### config.mk
export PLATFORM = sky130hd
export DESIGN_NAME = pulse_height_extractor
export DESIGN_NICKNAME = d
export VERILOG_FILES = /design/src/rtl/pulse_height_extractor.sv
export SDC_FILE = /design/constraint.sdc
export NUM_CORES = 1
export LEC_CHECK = 0
export BUFFER_PORTS_ARGS = -buffer_cell sky130_fd_sc_hd__buf_2
export CAP_MARGIN = 25
export CORE_ASPECT_RATIO = 0.7
export CORE_MARGIN = 2
export CORE_UTILIZATION = 38
export CTS_BUF_LIST = sky130_fd_sc_hd__clkbuf_4
export DETAILED_ROUTE_END_ITERATION = 12
export SLEW_MARGIN = 20
export SYNTH_ARGS = -nofsm -noshare
export SYNTH_HDL_FRONTEND = slang
export SYNTH_SLANG_ARGS = --single-unit
export TNS_END_PERCENT = 50
### constraint.sdc
create_clock -name clk -period 3 [get_ports clk]
set_input_delay 0.3 -clock clk [delete_from_list [all_inputs] [get_ports clk]]
set_output_delay 0.3 -clock clk [all_outputs]
set_load 0.02 [all_outputs]
### src/rtl/pulse_height_extractor.sv
// Pulse height extractor: threshold/hysteresis pulse detection on a baseline-referenced
// ADC stream, peak tracking, pile-up rejection and a one-entry histogram bin output.
module pulse_height_extractor #(
  parameter int SAMPLE_WIDTH  = 14,
  parameter int BIN_BITS      = 10,
  parameter int MAX_PULSE_LEN = 64,
  parameter int DEAD_TIME     = 8
) (
  input  logic                    clk,
  input  logic                    reset_n,
  input  logic                    enable,
  input  logic                    sample_valid,
  input  logic [SAMPLE_WIDTH-1:0] sample,
  input  logic [SAMPLE_WIDTH-1:0] baseline,
  input  logic [SAMPLE_WIDTH-1:0] threshold,
  input  logic [SAMPLE_WIDTH-1:0] hysteresis,
  output logic                    bin_valid,
  output logic [BIN_BITS-1:0]     bin_index,
  input  logic                    bin_ready,
  output logic                    busy,
  output logic [31:0]             pulse_count,
  output logic [15:0]             reject_count,
  output logic [15:0]             drop_count
);

  localparam int LEN_W  = $clog2(MAX_PULSE_LEN + 2);
  localparam int DEAD_W = (DEAD_TIME > 0) ? $clog2(DEAD_TIME + 1) : 1;
  localparam logic [LEN_W-1:0] LEN_MAX = LEN_W'(MAX_PULSE_LEN);
  localparam logic [LEN_W-1:0] LEN_SAT = LEN_W'(MAX_PULSE_LEN + 1);

  typedef enum logic [2:0] {
    S_IDLE,
    S_WAIT_LOW,
    S_ARMED,
    S_IN_PULSE,
    S_DEAD
  } state_t;

  state_t                  r_state;
  logic [SAMPLE_WIDTH-1:0] r_peak;
  logic [LEN_W-1:0]        r_len;
  logic [DEAD_W-1:0]       r_dead;
  logic                    r_bin_valid;
  logic [BIN_BITS-1:0]     r_bin_index;
  logic [31:0]             r_pulse_count;
  logic [15:0]             r_reject_count;
  logic [15:0]             r_drop_count;

  logic [SAMPLE_WIDTH-1:0] w_amp;
  logic [SAMPLE_WIDTH-1:0] w_lo;
  logic                    w_beat;
  logic                    w_trig;
  logic                    w_arm_ok;
  logic                    w_pulse_end;
  logic                    w_accept;
  logic                    w_reject;
  logic                    w_handshake;
  logic [BIN_BITS-1:0]     w_result;

  assign w_amp    = (sample >= baseline) ? sample - baseline : '0;
  assign w_lo     = (threshold >= hysteresis) ? threshold - hysteresis : '0;
  assign w_beat   = enable && sample_valid;
  assign w_trig   = (w_amp >= threshold);
  // With a zero threshold nothing is ever below it, yet every beat must still arm.
  assign w_arm_ok = (w_amp < threshold) || (threshold == '0);

  assign w_pulse_end = w_beat && (r_state == S_IN_PULSE) && (w_amp < w_lo);
  assign w_accept    = w_pulse_end && (r_len <= LEN_MAX);
  assign w_reject    = w_pulse_end && (r_len > LEN_MAX);
  assign w_handshake = r_bin_valid && bin_ready;
  assign w_result    = r_peak[SAMPLE_WIDTH-1 -: BIN_BITS];

  // NOTE: all state uses non-blocking assignments under the async reset so every
  // register samples the same pre-edge values, regardless of block ordering.
  always_ff @(posedge clk or negedge reset_n) begin
    if (!reset_n) begin
      r_state <= S_IDLE;
      r_peak  <= '0;
      r_len   <= '0;
      r_dead  <= '0;
    end else if (!enable) begin
      r_state <= S_IDLE;
      r_peak  <= '0;
      r_len   <= '0;
      r_dead  <= '0;
    end else if (sample_valid) begin
      case (r_state)
        S_IDLE: r_state <= S_WAIT_LOW;
        S_WAIT_LOW: if (w_arm_ok) r_state <= S_ARMED;
        S_ARMED: begin
          if (w_trig) begin
            r_state <= S_IN_PULSE;
            r_peak  <= w_amp;
            r_len   <= LEN_W'(1);
          end
        end
        S_IN_PULSE: begin
          if (w_amp < w_lo) begin
            if (DEAD_TIME == 0) begin
              r_state <= w_arm_ok ? S_ARMED : S_WAIT_LOW;
            end else begin
              r_state <= S_DEAD;
              r_dead  <= DEAD_W'(DEAD_TIME);
            end
          end else begin
            if (w_amp > r_peak) r_peak <= w_amp;
            if (r_len != LEN_SAT) r_len <= r_len + LEN_W'(1);
          end
        end
        S_DEAD: begin
          if (r_dead <= DEAD_W'(1)) begin
            r_dead  <= '0;
            r_state <= w_arm_ok ? S_ARMED : S_WAIT_LOW;
          end else begin
            r_dead <= r_dead - DEAD_W'(1);
          end
        end
        default: r_state <= S_IDLE;
      endcase
    end
  end

  // Single-entry output register; a result arriving while it is held is lost.
  always_ff @(posedge clk or negedge reset_n) begin
    if (!reset_n) begin
      r_bin_valid    <= 1'b0;
      r_bin_index    <= '0;
      r_pulse_count  <= '0;
      r_reject_count <= '0;
      r_drop_count   <= '0;
    end else begin
      if (w_accept) begin
        if (r_pulse_count != '1) r_pulse_count <= r_pulse_count + 32'd1;
        if (!r_bin_valid || w_handshake) begin
          r_bin_valid <= 1'b1;
          r_bin_index <= w_result;
        end else if (r_drop_count != '1) begin
          r_drop_count <= r_drop_count + 16'd1;
        end
      end else if (w_handshake) begin
        r_bin_valid <= 1'b0;
      end
      if (w_reject && (r_reject_count != '1)) r_reject_count <= r_reject_count + 16'd1;
    end
  end

  assign bin_valid    = r_bin_valid;
  assign bin_index    = r_bin_index;
  assign busy         = (r_state == S_IN_PULSE) || (r_state == S_DEAD);
  assign pulse_count  = r_pulse_count;
  assign reject_count = r_reject_count;
  assign drop_count   = r_drop_count;

endmodule

==> out/results.ini <==
[global_route]
grt_pass1_vias=7633
grt-ovfl-total=0
grt_max_degree=53
grt_first_pass_wirelength_microns=39270
grt_antenna_before_repair=0
grtUsageTotal_pct=22.04

[sta]
max-slew-margin-rel_pct=52.89
fmax_mhz=237.0
period_needed_ns=4.220
hold_viol=0
finalSetupViolCount=103
fin_crit_sh_pct=140.7
fin_ws_ns=-1.220
slew_violations=0
hold_ws_ns=0.1495
tightestPinTransition_ns=0.6956
grt_setup_unrepaired=true
clock_skew_ns=0.01582

[worst_setup_path]
arrival_ns=4.58
worstSetupEndpointType=flip-flop
r2r_end=pulse_count[20]
worst_setup_path_start_kind=input pin
crit_required_ns=3.36
cp_max_fo=3
critPathKind=input pin to flip-flop
rr_startpoint=pulse_count[14]
ff2ff_path_depth=11
startpoint=hysteresis[2]
rrSetupSlack_ns=-0.13
setup.worst_path.end=reject_count[12]

[floorplanning]
io_pins=137
rows=44
die_area_sq_um=21950
start_util_pct=38.42
die_y_microns=124.6
die_w_microns=176.2
core-area_sq_um=20530

[layout]
most-common-layout-cells=209 x buf_4, 129 x buf_2, 103 x dfrtp_1
layout_commonest_cell=buf_4
final_core_util_pct=59.51
antenna_cells_inserted=0
fillers=1783
seq_area_sq_um=2577
multiInputGateArea_sq_um=6023
fin_nets=1371
finalInstanceArea_sq_um=12220
areaGrowthSynthToFinish_pct=54.87
layout-drive-gt1-share_pct=45.07

[routing]
wire_per_inst_microns=15.81
num_vias=7868
ant_nets=0
first_iter_violations=493
firstDrtPassIters=5
vias_per_cell=5.166
routed_wl_microns=24080
drc_errors=0

[power_and_ir_drop]
vdd_drop_max_v=0.0001953
p_leak_uw=0.006442
power_density_nw_per_um2=346.6
power_uw=4235

[yosys]
syn-cell-area_sq_um=7890
ys_ff_latch=103
avgSynthCellArea_sq_um=9.017
synth.distinct_cells=85
syn-instance-count=875
yosysWarnings=0
ys_seq_area_share_pct=32.67
synth_ff_type=dfrtp_1
synthArstFlopShare_pct=100.0
syn_nets=1004
synth_edf_count=0

[run]
maxCapViolCount=0

[hold_path]
min_path_type=input pin to flip-flop

[outcome]
status=finished, violations left
violations=setup timing

[cts]
path_clk_slew_ns=0.16
cts_buffer_depth=2
cts_tree=built
clock_latency_ns=0.46
cts-buffers-inserted=9
clkSinkCount=103
cts-root-buf=clkbuf_4
cts_max_level=3

[place]
post_dp_cell_area_sq_um=10590
port_buffers=136
gp_congestion=0.8941
hpwlAfterDp_microns=17820

## cells in the mapped netlist, types with 4 or more instances
cell type | instances | area [sq um]
dfrtp_1 | 103 | 2577
inv_1 | 86 | 322.8
nand2_1 | 83 | 311.6
ha_1 | 66 | 825.8
xor2_1 | 50 | 437.9
nor2_1 | 49 | 183.9
nand3_1 | 36 | 180.2
xnor2_1 | 33 | 289.0
nor3_1 | 32 | 160.2
a21oi_1 | 29 | 145.1
o21ai_0 | 28 | 140.1
nor4_1 | 23 | 143.9
and3_1 | 20 | 125.1
nand4_1 | 19 | 118.9
mux2_2 | 18 | 202.7
mux2i_1 | 12 | 120.1
clkbuf_1 | 11 | 41.29
a211oi_1 | 10 | 75.07
a31oi_1 | 8 | 50.05
nor2b_1 | 8 | 50.05
nor4_2 | 8 | 100.1
o21a_1 | 8 | 60.06
or3_1 | 8 | 50.05
a21boi_0 | 7 | 52.55
nand2b_1 | 7 | 43.79
a21o_1 | 6 | 45.04
and2_1 | 6 | 37.54
and4_1 | 6 | 52.55
buf_2 | 6 | 30.03
nor3b_1 | 5 | 37.54
o211ai_1 | 5 | 37.54
o2111ai_1 | 4 | 35.03
## final cells by class
type	instances	share of cell area, %
Timing Repair Buffer	377	22.66
Tap cell	276	2.826
Sequential cell	103	21.09
Clock buffer	9	0.5529
Multi-Input combinational cell	665	49.29
Inverter	86	2.724
Clock inverter	7	0.8499
## stage by stage
| stage | worst slack, ns | instances | setup TNS [ns] |
|---|---|---|---|
| after floorplan | -1.486 | 875 | -130.50 |
| after global placement | -1.868 | 1444 | -175.88 |
| after detailed placement | -1.996 | 1444 | -186.44 |
| after CTS | -1.218 | 1511 | -108.21 |
| after global routing | -1.350 | 1523 | -126.23 |
| final | -1.220 | 1523 | -112.57 |
## critical path, stage by stage
cell and delay [ns]:
buf_6 0.10, inv_4 0.05, ha_4 0.20, o21ai_4 0.17, a211oi_4 0.07, o31a_1 0.32, o21ai_2 0.14, a21boi_1 0.09
o21ai_1 0.20, a21boi_2 0.10, o21ai_2 0.14, a21oi_1 0.08, or3b_4 0.38, ha_4 0.22, nand4_1 0.12, nor2_2 0.07
nand2_2 0.09, a211oi_2 0.04, a32oi_1 0.22, o211ai_1 0.18, buf_4 0.18, a22o_4 0.26, or3_4 0.41, nor3_4 0.13
mux2_4 0.31
## per-layer routing
metal	GRT usage [%]	part of all wire, %
met4	2.577	0.66
met1	33.77	51
met3	4.976	5.6
met2	32.39	43
met5	0	0
## sequential cells by signal, summed over array words and instances, names as in the netlist
register      count
r_dead            4
r_state           3
r_len             7
bin_index        10
r_peak           14
drop_count       16
pulse_count      32
bin_valid         1
reject_count     16
## worst min-delay path by stage
stage	start	to	cells past startpoint
floorplan	reset_n	bin_index[0]	0
global placement	reset_n	reject_count[9]	1
detailed placement	reset_n	reject_count[5]	1
CTS	enable	r_peak[5]	3
global route	enable	r_peak[3]	3
finish	enable	r_peak[5]	3
## where the power goes
| group | total, uW | switching [uW] | internal, uW | leakage, uW |
|---|---|---|---|---|
| logic | 1900 | 939 | 956 | 0.00497 |
| registers | 1500 | 53.4 | 1450 | 0.00139 |
| clock network | 842 | 494 | 348 | 0.0000847 |
## cell families (layout without fill, tap and decap cells)
logic type / after synthesis / in the layout / synth area share [%]
AND/OR/NAND/NOR: 327 / 327 / 22.26
flip-flops: 103 / 103 / 32.67
multiplexers: 30 / 30 / 4.091
adder cells (fa/ha/maj): 71 / 71 / 11.37
buffers and inverters: 107 / 479 / 5.376
XOR/XNOR: 83 / 83 / 9.213
AO/OA/AOI/OAI: 154 / 154 / 15.02
## what timing repair did
item | 4_1_cts | 5_1_grt
gates resized for setup | 128 | 58
hold endpoints to repair | 50 | 0
buffers inserted | 46 | 15
cloned | 3 | 1
pin swaps | 88 | 49
setup endpoints to repair | 103 | 103
hold buffers | 2 | 0
No activity file was read; power rests on OpenSTA's default activity.
